File: config.mk
export PLATFORM = sky130hd
export DESIGN_NAME = mem_arbiter
export DESIGN_NICKNAME = d
export VERILOG_FILES = /design/src/rtl/mem_arbiter.sv
export SDC_FILE = /design/constraint.sdc
export NUM_CORES = 1
export LEC_CHECK = 0
export BUFFER_PORTS_ARGS = -buffer_cell sky130_fd_sc_hd__buf_2
export CORE_ASPECT_RATIO = 0.8
export CORE_MARGIN = 5
export CORE_UTILIZATION = 36
export CTS_CLUSTER_SIZE = 10
export DETAILED_ROUTE_END_ITERATION = 10
export PLACE_DENSITY = 0.76
export SETUP_SLACK_MARGIN = 0.3
export SKIP_LAST_GASP = 1
export SLEW_MARGIN = 20
export SYNTH_ARGS = -nofsm -noshare
export SYNTH_HDL_FRONTEND = slang
export SYNTH_SLANG_ARGS = --single-unit
File: constraint.sdc
create_clock -name clk -period 1.45 [get_ports clk]
set_clock_uncertainty 0.05 [all_clocks]
set_input_delay 0.145 -clock clk [delete_from_list [all_inputs] [get_ports clk]]
set_output_delay 0.145 -clock clk [all_outputs]
set_load 0.1 [all_outputs]
File: src/rtl/mem_arbiter.sv
// mem_arbiter: merges the core's instruction and data ports onto one
// single-ported physical memory, data first, with a starvation guard.
//
// Ports:
//   clk, rst (sync, active-low)
//   imem_*  : instruction read port (address/read in, rdata/resp out)
//   dmem_*  : data port (address/wdata/read/write/byte_enable in,
//             rdata/resp out)
//   pmem_*  : physical memory port (registered request out,
//             rdata/resp in)
module mem_arbiter #(
    parameter int WIDTH        = 32,
    parameter int STARVE_LIMIT = 4
) (
    input  logic             clk,
    input  logic             rst,
    input  logic [WIDTH-1:0] imem_address,
    input  logic             imem_read,
    output logic [WIDTH-1:0] imem_rdata,
    output logic             imem_resp,
    input  logic [WIDTH-1:0] dmem_address,
    input  logic [WIDTH-1:0] dmem_wdata,
    input  logic             dmem_read,
    input  logic             dmem_write,
    input  logic [3:0]       dmem_byte_enable,
    output logic [WIDTH-1:0] dmem_rdata,
    output logic             dmem_resp,
    output logic [WIDTH-1:0] pmem_address,
    output logic [WIDTH-1:0] pmem_wdata,
    output logic             pmem_read,
    output logic             pmem_write,
    output logic [3:0]       pmem_byte_enable,
    input  logic [WIDTH-1:0] pmem_rdata,
    input  logic             pmem_resp
);

    localparam int CW = $clog2(STARVE_LIMIT + 1);
    localparam logic [CW-1:0] LIMIT_C = CW'(STARVE_LIMIT);

    typedef enum logic [1:0] {
        IDLE,
        SERVE_D,
        SERVE_I
    } state_e;

    state_e           state_q, state_d;
    logic [CW-1:0]    starve_cnt_q, starve_cnt_d;
    logic [WIDTH-1:0] addr_q, addr_d;
    logic [WIDTH-1:0] wdata_q, wdata_d;
    logic [3:0]       be_q, be_d;
    logic             rd_q, rd_d;
    logic             wr_q, wr_d;
    logic             data_req;
    logic             data_win;

    always_comb begin
        state_d      = state_q;
        starve_cnt_d = starve_cnt_q;
        addr_d       = addr_q;
        wdata_d      = wdata_q;
        be_d         = be_q;
        rd_d         = rd_q;
        wr_d         = wr_q;
        data_req     = dmem_read | dmem_write;
        // Data wins unless a fetch has already waited through LIMIT grants.
        data_win     = data_req &&
                       (!imem_read || (starve_cnt_q < LIMIT_C));

        unique case (state_q)
            IDLE: begin
                if (data_win) begin
                    state_d = SERVE_D;
                    addr_d  = dmem_address;
                    wdata_d = dmem_wdata;
                    be_d    = dmem_byte_enable;
                    wr_d    = dmem_write;
                    rd_d    = !dmem_write;
                    if (imem_read && (starve_cnt_q != LIMIT_C))
                        starve_cnt_d = starve_cnt_q + CW'(1);
                end else if (imem_read) begin
                    state_d      = SERVE_I;
                    addr_d       = imem_address;
                    be_d         = 4'b1111;
                    rd_d         = 1'b1;
                    wr_d         = 1'b0;
                    starve_cnt_d = '0;
                end
            end
            SERVE_D, SERVE_I: begin
                if (pmem_resp) begin
                    state_d = IDLE;
                    rd_d    = 1'b0;
                    wr_d    = 1'b0;
                end
            end
            default: state_d = IDLE;
        endcase
    end

    always_ff @(posedge clk) begin
        if (!rst) begin
            state_q      <= IDLE;
            starve_cnt_q <= '0;
            addr_q       <= '0;
            wdata_q      <= '0;
            be_q         <= '0;
            rd_q         <= 1'b0;
            wr_q         <= 1'b0;
        end else begin
            state_q      <= state_d;
            starve_cnt_q <= starve_cnt_d;
            addr_q       <= addr_d;
            wdata_q      <= wdata_d;
            be_q         <= be_d;
            rd_q         <= rd_d;
            wr_q         <= wr_d;
        end
    end

    assign pmem_address     = addr_q;
    assign pmem_wdata       = wdata_q;
    assign pmem_byte_enable = be_q;
    assign pmem_read        = rd_q;
    assign pmem_write       = wr_q;

    // Responses only while the matching access is in flight.
    assign imem_resp  = pmem_resp && (state_q == SERVE_I);
    assign dmem_resp  = pmem_resp && (state_q == SERVE_D);
    assign imem_rdata = pmem_rdata;
    assign dmem_rdata = pmem_rdata;

endmodule

Yosys cells after proc, flatten, opt, wreduce, memory -nomap -nowiden
Index checks and enable logic that the tools add are counted.

Output and inout bits: 136. Flip-flop bits (word level): 75. Input bits: 138.

Add/sub/neg operators: 1. Reductions and logical operators: 16. Order comparisons: 1. Bitwise gates (word level): 1. Equality and inequality tests: 6. Mux-type cells: 18.

Operators by type and width (number): 32-bit 2-to-1 mux (2); 3-bit 2-to-1 mux (3); 4-bit 2-to-1 mux (2); 2-bit 2-to-1 mux (3); 3-bit inequality test (second input constant) (2); 2-bit AND reduction (3); 3-bit AND reduction (2); 1-bit 2-to-1 mux (5); 1-bit logical AND (4); 1-bit case mux with 2 select lines (2); 2-bit case mux with 2 select lines (1); 2-bit nonzero test (2); 3-bit by 1-bit adder with 3-bit output (second input constant) (1); 3-bit < comparator (second input constant) (1); 2-bit by 1-bit == test with 1-bit output (second input constant) (1); 2-bit == test (second input constant) (1); 1-bit logical NOT (2); 2-bit logical NOT (1); 2-bit by 1-bit inequality test with 1-bit output (second input constant) (1); 2-bit inequality test (second input constant) (1); 2-bit OR reduction (1); 1-bit logical OR (1); 1-bit bitwise OR (1).

Depth between registers and ports, before layout
Depth after elaboration: 5. Depth in mapped cells: 7. Depth with buffers taken out: 5.

Worst setup path after synthesis
OpenSTA, ideal clock, no wires.

Path kind: reg2reg. Start: register state_q[0]. End: register state_q[0]. Cell stages (with the launch flop): 6. Slack: -87 ps. Arrival: 1416 ps. Cells stage by stage: dfxtp_1 -> inv_1 -> ha_1 -> nor2b_1 -> or4_1 -> a21oi_1.

Word-level cells in the longest chain between the ends: 4.

RTL lines: start: declaration (line 46) `state_e state_q, state_d;`; start signal: assignment (line 110) `state_q <= state_d;`; 2-bit == test or 2-bit by 1-bit == test with 1-bit output (tied branches) (line 69) `unique case (state_q)`; 2-bit OR reduction (line 69); 2-bit inequality test (no line); 2-bit AND reduction (no line).

Several ways; a longest one is shown, not always the timed one. A chain may end at the register's enable or synchronous reset.

Worst setup path in the final report
Start: register state_q[0]. End: register wdata_q[29] (netlist: pmem_wdata[29]).

Word-level cells in the longest chain between the ends: 2.

RTL lines: 2-bit logical NOT (line 69); 2-bit AND reduction (no line); end signal: assignment (line 113) `wdata_q <= wdata_d;`; end: declaration (line 49) `logic [WIDTH-1:0] wdata_q, wdata_d;`.

Every way passes these cells.

==> impl_metrics.py <==
metrics = {
    "outcome": {
        "outcome": "complete, but fails checks",
        "violations": "negative setup slack",
    },
    "global_routing": {
        "grt-ovfl-total": 0,
        "grt_pass1_vias": 3966,
        "grtUsageTotal": 0.206,
        "grt_first_pass_wirelength_um": 19900,
        "grt_max_degree": 37,
        "antenna_found_initial": 1,
    },
    "final_layout": {
        "finalNetCount": 753,
        "fin_area_mm2": 0.00629,
        "insertedDiodeCount": 0,
        "final-instance-count-excl-fill": 751,
        "layout-drive-gt1-share": 0.616,
        "area_growth_pct": 75.5,
    },
    "clock_tree": {
        "tritoncts": "done",
        "cts_buffer_depth": 2,
        "cts_root_buf": "clkbuf_16",
        "cts_buffers": 9,
        "insertion_delay_ns": 0.33,
        "clkTransAtPathRegs_ns": 0.06,
        "htreeDepth": 3,
        "clock_sinks": 75,
    },
    "timing": {
        "fin_crit_ns": 1.53,
        "rsz0062_at_grt": "yes",
        "relSlewSlack": 0.696,
        "maxSlewViolCount": 0,
        "setup_violations": 19,
        "tightest_slew_ns": 0.456,
        "fin_ws_ns": -0.0778,
        "finalSetupTns_ns": -0.375,
        "hold_violations": 0,
        "post-route-period-util": 1.05,
        "max_freq_mhz": 655,
    },
    "synth": {
        "syn_avg_cell_area_um2": 8.00,
        "synthesis.area_mm2": 0.00359,
        "syn_inst": 448,
        "yosys_warnings": 0,
        "ys_ff_latch": 75,
        "ys_seq_area_frac": 0.419,
        "ys_types": 27,
        "syn-num-nets": 591,
    },
    "worst_setup_path": {
        "critPathLaunch": "state_q[0]",
        "cp-end-kind": "flip-flop",
        "r2r_cells": 7,
        "reg2reg_to": "pmem_wdata[29]",
        "start_kind": "flip-flop",
        "endpoint": "pmem_wdata[29]",
        "arrival_ns": 1.74,
        "cp.required_ns": 1.66,
        "worstPathMaxFanout": 6,
        "worstReg2RegStart": "state_q[0]",
        "r2r_slack_ns": -0.08,
        "crit_type": "reg -> reg",
    },
    "run": {
        "maxCapViolCount": 0,
    },
    "power": {
        "powerDensity_mw_per_mm2": 1480,
        "ir_worst_vdd_mv": 0.776,
        "p_leak_nw": 2.81,
    },
    "drt": {
        "antenna_left": 0,
        "drt_iter0_markers": 204,
        "drc_errors": 0,
        "routed_wl_um": 13500,
        "drt_pass1_iterations": 4,
        "wl_per_cell_um": 17.9,
        "vias": 3843,
        "viasPerCell": 5.12,
    },
    "placement": {
        "post-place-cells": 677,
        "io_buffers": 177,
        "place_hpwl_um": 7530,
        "place_congestion": 0.738,
        "placedInstanceArea_mm2": 0.00436,
    },
    "floorplanning": {
        "die-area_mm2": 0.0121,
        "ios": 274,
        "die_w_um": 122,
        "initial_core_util": 0.370,
        "core_mm2": 0.00969,
        "num_rows": 32,
        "die_h_um": 99.3,
    },
    "min_path": {
        "hold_path_class": "in -> reg",
        "whs_path_depth": 3,
    },
}
==> timing repair <==
| action | CTS | global route |
|---|---|---|
| buffers inserted | 20 | 4 |
| gates cloned | 11 | 4 |
| hold buffers | 17 | 2 |
| gates resized for setup | 174 | 67 |
| endpoints found under the setup margin | 147 | 114 |
| pin swaps | 12 | 6 |
| endpoints found under the hold margin | 17 | 2 |
==> worst min-delay path by stage <==
stage | start | to | slack [ns]
after global routing | dmem_wdata[11] | pmem_wdata[11] | 0.005
after CTS | dmem_wdata[20] | pmem_wdata[20] | 0.0001
final | dmem_wdata[8] | pmem_wdata[8] | 0.01
after global placement | pmem_rdata[28] | dmem_rdata[28] | 0.24
after floorplan | dmem_wdata[0] | pmem_wdata[0] | 0.24
after detailed placement | pmem_rdata[28] | dmem_rdata[28] | 0.24
==> cells in the mapped netlist (all sizes together) <==
cell     count  area share
nand3b       1      0.0021
o221a        4       0.013
or3b         2      0.0049
nand4        2      0.0035
o2bb2ai      1      0.0024
and2         2      0.0035
or3          1      0.0017
a31oi       32       0.056
a2bb2oi      1      0.0042
dfxtp       75        0.42
nor2b        1      0.0017
mux2i        1      0.0028
clkbuf      20       0.021
or4          1      0.0021
ha           5       0.017
a21oi       39       0.054
nand2       69       0.072
buf         82        0.17
nand3       32       0.045
o21ai       68       0.095
o31a         1      0.0024
nor4b        1      0.0024
inv          6      0.0063
a21boi       1      0.0021
==> sequential cells by signal (all words and copies together) (netlist names) <==
| signal | count |
|---|---|
| pmem_wdata | 32 |
| pmem_write | 1 |
| starve_cnt_q | 3 |
| pmem_byte_enable | 4 |
| pmem_address | 32 |
| state_q | 2 |
| pmem_read | 1 |
==> where the power goes <==
part           switching, mW  leakage, nW  internal [mW]
Combinational           2.71         2.00           1.59
Clock                  0.839        0.159           1.60
Sequential             0.202        0.645           2.37
==> layer usage <==
metal	routed length, um	vias to the layer above	global-route usage
met5	13	-	0
met4	343	2	0.0991
met3	1160	42	0.0637
met2	6630	166	0.348
met1	5320	1817	0.238
li1	-	1816	-
==> through the flow <==
step	setup slack [ns]	total power [mW]	utilization	hold WS [ns]
after floorplan	0.0216	5.87	-	0.235
after global placement	0.0307	5.51	0.450	0.241
after detailed placement	-0.0217	5.56	0.450	0.241
after CTS	-0.00932	9.02	0.606	0.000115
after global routing	-0.141	9.65	0.649	0.00534
final	-0.0778	9.31	0.649	0.0143
==> worst max-delay path, stage by stage (launching register included) <==
cell	delay [ns]
dfxtp_2	0.34
inv_2	0.07
ha_4	0.20
buf_4	0.14
buf_8	0.12
bufbuf_16	0.27
nand3_1	0.12
a21oi_2	0.15
==> cells in the final DEF (no fill, tap or decap), drive strengths merged, types with 2 or more instances in the layout <==
cell / instances
a21oi: 39
a31oi: 32
and2: 2
buf: 227
bufbuf: 3
bufinv: 2
clkbuf: 16
dfxtp: 75
dlygate4sd3: 19
ha: 5
inv: 6
nand2: 69
nand3: 32
nand4: 2
o21ai: 68
o221a: 4
or3b: 2
==> cells by family (layout without fill, tap and decap cells) <==
family | Yosys count | in the layout | share of synthesized area
DFF | 75 | 75 | 0.419
AOI/OAI and AO/OA | 147 | 147 | 0.229
and+or+nand+nor | 112 | 112 | 0.139
adders and majority gates | 5 | 5 | 0.0174
buffers and inverters | 108 | 275 | 0.193
muxes | 1 | 1 | 0.00279
==> area by class of cell <==
type / instances / area (um^2)
multi-input cells: 265 / 1680
repair buffers: 253 / 2490
well taps: 136 / 170
flip-flops and latches: 75 / 1600
clock buffers: 12 / 256
clock inverters: 4 / 72.6
inverters: 6 / 27.5
fillers: 759 / 3400
(Power assumes the default switching activity.)
